--- src/rtl/rr_enum_arbiter.sv ---
// Round-robin arbiter granting one of N requesters a single-owner resource.
// Each grant runs GRANT (1 cycle) -> HOLD (bounded) -> RECOVER (1 cycle) -> IDLE.
module rr_enum_arbiter #(
  parameter int unsigned N        = 4,
  parameter int unsigned MAX_HOLD = 8
) (
  input  logic                 clk,
  input  logic                 rst,
  input  logic [N-1:0]         req,
  input  logic                 release_i,
  output logic [N-1:0]         gnt,
  output logic [$clog2(N)-1:0] gnt_id,
  output logic                 gnt_valid,
  output logic [1:0]           state,
  output logic                 timeout
);

  localparam int unsigned IDW = $clog2(N);
  localparam int unsigned CW  = 8;

  typedef enum logic [1:0] {
    IDLE    = 2'd0,
    GRANT   = 2'd1,
    HOLD    = 2'd2,
    RECOVER = 2'd3
  } state_t;

  state_t           r_state;
  logic [N-1:0]     r_gnt;
  logic [IDW-1:0]   r_gnt_id;
  logic             r_gnt_valid;
  logic             r_timeout;
  logic [CW-1:0]    r_hold_cnt;
  logic [IDW-1:0]   r_last;

  state_t           w_state_nxt;
  logic [N-1:0]     w_gnt_nxt;
  logic [IDW-1:0]   w_gnt_id_nxt;
  logic             w_gnt_valid_nxt;
  logic             w_timeout_nxt;
  logic [CW-1:0]    w_hold_cnt_nxt;
  logic [IDW-1:0]   w_last_nxt;

  logic             w_found;
  logic [IDW-1:0]   w_pick;
  logic             w_vol_exit;
  logic             w_expired;

  // First active requester scanning upward from the slot after the last owner.
  always_comb begin
    w_found = 1'b0;
    w_pick  = '0;
    for (int unsigned i = 1; i <= N; i++) begin
      if (!w_found && req[IDW'((32'(r_last) + i) % N)]) begin
        w_found = 1'b1;
        w_pick  = IDW'((32'(r_last) + i) % N);
      end
    end
  end

  // Voluntary release or a dropped request outranks expiry.
  assign w_vol_exit = release_i | ~req[r_gnt_id];
  assign w_expired  = (r_hold_cnt == CW'(MAX_HOLD));

  always_comb begin
    w_state_nxt     = r_state;
    w_gnt_nxt       = r_gnt;
    w_gnt_id_nxt    = r_gnt_id;
    w_gnt_valid_nxt = r_gnt_valid;
    w_timeout_nxt   = 1'b0;
    w_hold_cnt_nxt  = r_hold_cnt;
    w_last_nxt      = r_last;
    case (r_state)
      IDLE: begin
        if (w_found) begin
          w_state_nxt         = GRANT;
          w_gnt_nxt           = '0;
          w_gnt_nxt[w_pick]   = 1'b1;
          w_gnt_id_nxt        = w_pick;
          w_gnt_valid_nxt     = 1'b1;
        end
      end
      GRANT: begin
        w_state_nxt    = HOLD;
        w_hold_cnt_nxt = CW'(1);
      end
      HOLD: begin
        if (w_vol_exit || w_expired) begin
          w_state_nxt     = RECOVER;
          w_gnt_nxt       = '0;
          w_gnt_valid_nxt = 1'b0;
          w_last_nxt      = r_gnt_id;
          w_timeout_nxt   = w_expired & ~w_vol_exit;
        end else begin
          w_hold_cnt_nxt  = r_hold_cnt + CW'(1);
        end
      end
      RECOVER: begin
        w_state_nxt = IDLE;
      end
      default: begin
        w_state_nxt = IDLE;
      end
    endcase
  end

  always_ff @(posedge clk or negedge rst) begin
    if (!rst) begin
      r_state     <= IDLE;
      r_gnt       <= '0;
      r_gnt_id    <= '0;
      r_gnt_valid <= 1'b0;
      r_timeout   <= 1'b0;
      r_hold_cnt  <= '0;
      r_last      <= IDW'(N - 1);
    end else begin
      r_state     <= w_state_nxt;
      r_gnt       <= w_gnt_nxt;
      r_gnt_id    <= w_gnt_id_nxt;
      r_gnt_valid <= w_gnt_valid_nxt;
      r_timeout   <= w_timeout_nxt;
      r_hold_cnt  <= w_hold_cnt_nxt;
      r_last      <= w_last_nxt;
    end
  end

  assign gnt       = r_gnt;
  assign gnt_id    = r_gnt_id;
  assign gnt_valid = r_gnt_valid;
  assign state     = r_state;
  assign timeout   = r_timeout;

endmodule
--- config.mk ---
export PLATFORM = sky130hd
export DESIGN_NAME = rr_enum_arbiter
export DESIGN_NICKNAME = d
export VERILOG_FILES = /design/src/rtl/rr_enum_arbiter.sv
export SDC_FILE = /design/constraint.sdc
export NUM_CORES = 1
export LEC_CHECK = 0
export CORE_ASPECT_RATIO = 0.7
export CORE_MARGIN = 2
export CORE_UTILIZATION = 40
export CTS_BUF_LIST = sky130_fd_sc_hd__clkbuf_8
export CTS_CLUSTER_DIAMETER = 150
export DETAILED_ROUTE_END_ITERATION = 16
export DONT_BUFFER_PORTS = 1
export PLACE_DENSITY_LB_ADDON = 0.25
export SYNTH_ARGS = -nofsm -noshare
export SYNTH_HDL_FRONTEND = slang
export SYNTH_SLANG_ARGS = --single-unit
--- constraint.sdc ---
create_clock -name clk -period 1.9 [get_ports clk]
set_input_delay 0.19 -clock clk [delete_from_list [all_inputs] [get_ports clk]]
set_output_delay 0.19 -clock clk [all_outputs]
set_load 0.02 [all_outputs]
# After elaboration in Yosys (flattened, before gate mapping)
# Cells that the tools add are included.
[classes]
add_sub_neg = 5
n_mul = 0
n_div = 0
magnitude_cmp = 7
n_eq_ne = 7
shift = 0
muxes = 33
bitwise_logic = 4
reduce_logical = 16
[ops]
columns = ["cell", "n"]
rows = [
  ["$lt A2 B3 Y1 const B", 6],
  ["$pmux W8 S2", 1],
  ["$mux W1", 14],
  ["$mux W2", 6],
  ["$bmux W1 S2", 5],
  ["$add A8 B1 Y8 const B", 1],
  ["$eq A8 B4 Y1 const B", 1],
  ["$mux W4", 2],
  ["$mux W8", 1],
  ["$pmux W2 S4", 1],
  ["$pmux W4 S2", 1],
  ["$reduce_and A2 Y1", 4],
  ["$ne A2 B2 Y1 const B", 3],
  ["$add A2 B1 Y2 const B", 2],
  ["$add A2 B2 Y2 const B", 2],
  ["$eq A2 B2 Y1 const B", 2],
  ["$logic_and A1 B1 Y1", 4],
  ["$reduce_bool A2 Y1", 2],
  ["$logic_not A1 Y1", 3],
  ["$reduce_and A3 Y1", 1],
  ["$demux W1 S2", 1],
  ["$eq A2 B1 Y1 const B", 1],
  ["$ge A2 B1 Y1 const B", 1],
  ["$logic_not A2 Y1", 1],
  ["5 further kinds", 6],
]
[totals]
ff_bits = 20
latchBits = 0
ram_bits = 0
rom_bits = 0
in_bits = 7
out_inout_bits = 10
wordCells = 79
memories = 0

# Logic depth before layout (Yosys ltp)
[depth]
word_depth = 19
ltp_mapped = 8
depth_no_buf = 6

# Least setup slack after synthesis
# OpenSTA, ideal clock, no wires.
[synth_path]
kind = "reg2reg"
start = "register r_state[0] (netlist: state[0])"
end = "register r_hold_cnt[1]"
setup_time_ns = 0.125
arrival_ns = 1.883
t_required_ns = 1.775
slack_ns = -0.108
stages_incl_launch_ff = 8
path_buffers = 1
synth_period_minus_slack_ns = 2.008
cell_sequence = "dfrtp_1 -> inv_1 -> ha_1 -> buf_4 -> nor3b_2 -> a22oi_2 -> nand2b_1 -> mux2_2"
[synth_between]
elab_chain_cells = 3
word_cells_on_any_way = 6
classes_between = "eq/ne (3); mux (1); reduce/logical (2)"
[synth_lines]
columns = ["item", "line_no", "source"]
rows = [
  ["start, declared", "28", "state_t r_state;"],
  ["start signal, assigned", "117", "r_state <= w_state_nxt;"],
  ["$eq A2 B2 Y1 / $eq A2 B1 Y1 (equally long branches)", "73", "case (r_state)"],
  ["$ne A2 B2 Y1 (no source line) / $reduce_bool A2 Y1 (equally long branches)", "n/a", ""],
  ["$reduce_and A2 Y1 (no source line)", "n/a", ""],
  ["end signal, assigned", "122", "r_hold_cnt <= w_hold_cnt_nxt;"],
  ["end, declared", "33", "logic [CW-1:0] r_hold_cnt;"],
]
# Parallel ways exist; a longest one is shown, timed or not.
# A chain may end at the register's enable or synchronous reset.

# Worst setup path after layout
[layout_path]
start = "register r_gnt_id[1] (netlist: gnt_id[1])"
end = "register r_hold_cnt[1]"
[layout_between]
elab_chain_cells = 7
[layout_lines]
columns = ["item", "line_no", "source"]
rows = [
  ["start, declared", "30", "logic [IDW-1:0] r_gnt_id;"],
  ["start signal, assigned", "119", "r_gnt_id <= w_gnt_id_nxt;"],
  ["$bmux W1 S2", "62", "assign w_vol_exit = release_i | ~req[r_gnt_id];"],
  ["$mux W1 (implied by the code)", "62", ""],
  ["$not A1 Y1", "62", ""],
  ["$or A1 B1 Y1", "62", ""],
  ["$logic_or A1 B1 Y1", "88", "if (w_vol_exit || w_expired) begin"],
  ["$ne A2 B2 Y1 (no source line)", "n/a", ""],
  ["$reduce_and A2 Y1 (no source line)", "n/a", ""],
]
# Every way passes these cells. The select of a mux whose other input is x is not followed.

==> impl_metrics.csv <==
group,metric,value,unit
floorplanning,fp-row-count,16,
clock_tree,cts.path.max_buffers,2,
hold_path,worstHoldPathType,"in2reg",
hold_path,hold_path_end,"state[0]$_DFFE_PN0P_",
critical_path,dominant_delay_contributor_by_cell_family_on_the_critical_path,"multiplexers",
placement,detailed_place_hpwl,1.82,mm
placement,place.port_buffers,0,
clock_tree,clk_root_buffer_cell,"clkbuf_8",
pwr,leakagePower,0.580,nW
clock_tree,tritoncts.num_buffers,3,
synth,top_cells_by_instance_count_after_synthesis,"18 x dfrtp_1, 7 x mux2_2, 7 x nor2_1, 6 x ha_1, 6 x o31ai_1",
critical_path,regToRegEndpoint,"r_hold_cnt[1]$_DFFE_PN0P_",
timing,worst_slew_pin_slew,0.916,ns
timing,normalized_max_slew_margin,38.7,%
synth,synth.most_common_cell,"dfrtp_1",
timing,finClkSkew,0.00460,ns
global_routing,number_of_antenna_violations_at_the_first_check_in_global_routing,0,
routing,detailedRoute.firstPassIterationCount,4,
synth,synth.net_count,121,
floorplanning,chipWidth,68.1,um
critical_path,worst_path_max_delay_cell,"dfrtp_1",
synth,synth.top_cells.by_area,"dfrtp_1 39%, mux2_2 6.9%, ha_1 6.5%",
timing,finalCriticalPeriod,1.80,ns
critical_path,setup.worst_path.start,"gnt_id[1]$_DFFE_PN0P_",
synth,ys_async_sr_fraction,100,%
critical_path,worst_ep_required_time,2.04,ns
pwr,power_density_of_the_placed_cells,1530,nW/um^2
outcome,outcome,"complete, no violations",
routing,post_drt_wl_per_cell,15.1,um
synth,synth_seq_cells,20,
clock_tree,htree_levels,1,
synth,synth_largest_type_area_fraction,39.2,%
floorplanning,die_area,3320,um^2
timing,part_of_the_cycle_the_worst_path_needs,94.6,%
cells_and_area,area_growth_syn_to_layout,18.7,%
critical_path,timing.critical_path.arrival,1.94,ns
synth,synthesis.yosys.warnings,0,
synth,ys.flop_type,"dfrtp_1",
timing,setup-violations-final,0,
synth,synth.avg_cell_area,10.6,um^2
timing,hold_viol,0,
routing,num_vias,861,
global_routing,globalRouteTotalUtil,16.6,%
floorplanning,ios,17,
floorplanning,die_h,48.8,um
critical_path,r2r_setup_slack,0.10,ns
critical_path,timing.critical_path.mode_cell,"mux2_2",
run,cap_viol_max_count,0,
global_routing,number_of_global_route_vias_before_repair,855,
cells_and_area,finalInstanceArea,1360,um^2
global_routing,grt_overflow,0,
critical_path,regToRegStartpoint,"gnt_id[1]$_DFFE_PN0P_",
critical_path,critical_path_peak_fanout,8,
critical_path,reg2regPathDepth,4,
clock_tree,tritoncts,"done",
routing,drc,0,
synth,synth-seq-area-share,43.8,%
global_routing,grt_max_degree,21,
cells_and_area,drive_gt1_share,28.1,%
synth,cell_area_after_synthesis,1150,um^2
critical_path,crit_path_end_kind,"register",
placement,placement.cell_area,1250,um^2
synth,synth_cell_type_count,40,
pwr,ir_worst_vdd,0.00101,V
floorplanning,initial_utilization,41.6,%
synth,synth_largest_area_cell,"dfrtp_1",
timing,achievable-frequency,556,MHz
clock_tree,worst_path_clk_slew,0.08,ns
critical_path,crit_chain,"mux2_2 > a22oi_2 > nand2b_4 > mux2_2",
routing,postRouteAntennaNets,0,
hold_path,hold_depth,3,
routing,vias_per_cell,5.48,
critical_path,timing.critical_path.buf_inv,0,
global_routing,global_route_wire_length_before_repair,4.18,mm
timing,holdWs,0.196,ns
routing,totalWireLength,2.37,mm
routing,dr.first_iter.drc_count,31,
clock_tree,cts_sinks,20,
synth,number_of_flops_mapped_to_enable_cells_by_yosys,0,
cells_and_area,nets,135,
floorplanning,core_area,2760,um^2
timing,slew_viol_final,0,
critical_path,worst_setup_path_start_kind,"register",
critical_path,path_class,"reg2reg",
synth,synth_cells,108,
clock_tree,clk-insertion-delay-late,0.25,ns
hold_path,min-delay-start,"req[2]",
placement,globalplace.congestion,0.791,
critical_path,worst_path_largest_cell_delay,0.42,ns
cells_and_area,n_diodes,0,
## flip-flops by register name, indices dropped and copies added, names as in the netlist
name / cells
timeout: 1
r_hold_cnt: 8
r_last: 2
state: 2
gnt_id: 2
gnt_valid: 1
gnt: 4
## worst register-to-register path: stages, from the launching register on
cell and delay (ns):
dfrtp_1 0.42, mux2_2 0.38, a22oi_2 0.35, nand2b_4 0.22, mux2_2 0.33
## how the worst max path moves through the flow
stage / endpoint / depth (start not counted)
floorplan: r_hold_cnt[1]$_DFFE_PN0P_ / 7
global placement: state[1]$_DFFE_PN0P_ / 6
detailed placement: state[1]$_DFFE_PN0P_ / 6
CTS: state[1]$_DFFE_PN0P_ / 6
global route: state[1]$_DFFE_PN0P_ / 6
finish: r_hold_cnt[1]$_DFFE_PN0P_ / 4
## report_power, final
part / leakage, nW / total (W) / switching [W] / internal [W]
clock network: 0.0357 / 0.000417 / 0.000136 / 0.000281
logic: 0.290 / 0.000909 / 0.000466 / 0.000444
registers: 0.254 / 0.000762 / 0.000182 / 0.000581
## through the flow
stage	setup slack, ns	instances	setup TNS, ns	power (W)	utilization [%]
after floorplan	0.0157	108	0	0.00138	-
after global placement	-0.000834	151	-0.000834	0.00162	45.4
after detailed placement	0.00410	151	0	0.00164	45.4
after CTS	0.0308	156	0	0.00208	48.4
after global routing	-0.0396	157	-0.0464	0.00227	49.4
final	0.102	157	0	0.00209	49.4
## cell usage in the layout, fill, tap and decap left out, drive strengths merged, types with 2 or more instances in the layout
cell type	n
a21oi	5
clkbuf	3
dfrtp	18
o21ai	3
o211ai	3
nor2b	4
mux2	7
o2bb2ai	2
nand2	5
nor2	7
inv	5
nand2b	5
ha	6
and3b	2
nand4	2
dfstp	2
o221ai	2
nor3	2
a22oi	2
o31ai	6
nand3	2
buf	10
## layer usage
metal  vias up  wire, um  global-route usage (%)
met3         2       106                    5.77
met2        12      1010                    22.8
met4         0        13                    2.00
met1       413      1240                    25.8
met5         -         0                       0
li1        434         -                       -
## area by class of cell
cell class	instances	area, um^2
multi-input combinational	81	639
timing repair buffer	11	85.1
tap	36	45.0
clock buffer	3	41.3
sequential	20	504
inverter	5	18.8
fill	249	1400
clock inverter	1	30.0
## logic make-up after synthesis
family	share of synthesized area (%)
simple gates	18.4
compound gates	20.6
flops	43.8
mux	7.73
buf+inv	2.94
fa+ha+maj	6.54
## repair_timing
action	in CTS	in global routing
hold buffers	1	0
pin swaps	0	2
endpoints found under the hold margin	20	0
setup endpoints to repair	1	10
gates resized for setup	1	4
gates cloned	0	0
setup buffers	0	1
Note: power is estimated with default switching activity, not from simulation.
==> RTL change: new RTL, config.mk and constraints unchanged <==
Reset style: synchronous (`rst`), changed in one clocked block.
--- a/src/rtl/rr_enum_arbiter.sv
+++ b/src/rtl/rr_enum_arbiter.sv
@@ -106,3 +106,3 @@
 
-  always_ff @(posedge clk or negedge rst) begin
+  always_ff @(posedge clk) begin
     if (!rst) begin
Formal check against the unedited RTL: differs if rst is asserted again (counterexample within 4 cycles, from zero or initial values and one cycle with rst low); with rst held inactive, the same outputs for 4 cycles.
==> RTL change against the original RTL <==
Setup slack better by 0.0087 ns. Synthesized area down 2.5%. Total power shrank 20%. Core utilization is 1.8 points lower. Clock skew is essentially flat. Highest routed layer is now met3. Routed wire length rose by 8.8%. Fmax increased by 0.49%. Die area decreased by 2.3%. Via count grew 14%. Cell area is 5.0% lower. Largest cell class unchanged. Sequential cell count did not move.
==> RTL change: results (changes against the original RTL) <==
[outcome]
status = complete, no violations

[synth]
yosys-top-cells-area = dfxtp_1 (36%), mux2i_1 (7.2%), ha_1 (6.7%)
async_flop_share_pct = 0  ; -100 points
yosys_warnings = 0  ; unchanged
syn_avg_cell_area_sq_um = 8.55  ; -20%
synth.top_cells.by_count = dfxtp_1 (20), nand2_1 (12), nor2_1 (12)
synth_fp_nets = 144  ; +19%
yosysUniqueCellTypes = 39  ; -2.5%
seq_area_frac_synth_pct = 35.8  ; -8.0 points

[detailed_routing]
wl_mm = 2.58  ; +8.8%
drt_iter0_drc = 51  ; +65%
via_count = 982  ; +14%
first_pass_iters = 4  ; unchanged

[placement]
dp_hpwl_mm = 1.93  ; +6.2%
place_area_sq_mm = 0.00119  ; -4.8%
dp_cells = 170  ; +13%
gp_congestion = 0.803  ; +1.5%

[timing]
holdWs_ns = 0.0673  ; -0.129 ns
skew_ns = 0.00507  ; +0.000465 ns
period_needed_ns = 1.79  ; -0.00870 ns
tightest_slew_ns = 0.538  ; -0.379 ns

[final_layout]
fillers = 288  ; +16%
final_cells = 175  ; +11%
drive_gt1_share_pct = 13.7  ; -14 points
nets = 153  ; +13%
area_growth_pct = 15.6

[power_and_ir_drop]
top_power_group = registers
p_leak_nw = 0.501  ; -14%
clockPowerShare_pct = 25.7  ; +5.7 points
pwr-share-comb_pct = 36.6  ; -6.9 points
vdd_drop_max_mv = 0.597  ; -41%
powerSeq_mw = 0.629  ; -17%
switching_share_pct = 36.0  ; -1.5 points

[worst_setup_path]
critPathTopFamily = simple AND/OR/NAND/NOR gates
arrival_ns = 1.98  ; +0.04 ns
cpPeakStageDelay_ns = 0.52  ; +0.10 ns
critical_path.slowest_cell = or4_1

[clock_network]
cts_hold_buf = 0  ; -1
clkLatencyLatePin_ns = 0.26
ctsRootBufferMaster = clkbuf_8

[grt]
grt_pass1_wl_mm = 4.16  ; -0.50%
grt_start_max_net_pins = 15  ; -29%
track_usage_pct = 17.5  ; +0.86 points
first_global_vias = 894  ; +4.6%

[min_path]
holdCritPathClass = input port to register

==> RTL change: cell types whose count changed after synthesis, moves of 6 or more <==
cell	change
dfxtp_1	+20
dfrtp_1	-18
mux2i_1	+7
nand2_1	+7
mux2_2	-6
==> RTL change: final timing paths <==
path,start,end,cells after the start
worst max-delay path,state[0]$_SDFFE_PN0P_,r_hold_cnt[7]$_SDFFE_PN0P_,6
worst max register to register,state[0]$_SDFFE_PN0P_,r_hold_cnt[7]$_SDFFE_PN0P_,6
worst min-delay path,rst,gnt_valid$_SDFFE_PN0P_,2
worst min register to register,r_hold_cnt[7]$_SDFFE_PN0P_,r_hold_cnt[7]$_SDFFE_PN0P_,2
==> RTL change: kinds of logic (layout without fill, tap and decap cells) <==
group | Yosys count | count (layout) | synth area share (%)
mux | 9 | 9 | 8.16
buf+inv | 9 | 17 | 3.02
fa+ha+maj | 6 | 6 | 6.70
flops | 20 | 20 | 35.8
compound gates | 30 | 30 | 19.0
simple gates | 57 | 57 | 27.4
==> RTL change: metal layers <==
layer / track usage [%] / wire (um) / vias to the layer above
met5: 0 / 0 / -
met4: 1.22 / 0 / 0
met3: 7.16 / 171 / 0
met2: 27.7 / 1160 / 20
met1: 23.6 / 1250 / 464
li1: - / - / 498
==> RTL change: final cells by class <==
cell class | count | area share, %
Clock buffer | 3 | 3.19
Tap cell | 36 | 3.48
Timing Repair Buffer | 6 | 3.48
Sequential cell | 20 | 30.9
Clock inverter | 1 | 2.32
Multi-Input combinational cell | 102 | 54.6
Inverter | 7 | 2.03
==> RTL change: timing repair <==
item / 4_1_cts / 5_1_grt
setup buffers: 0 / 1
endpoints found under the setup margin: 0 / 6
resized for setup: 0 / 4
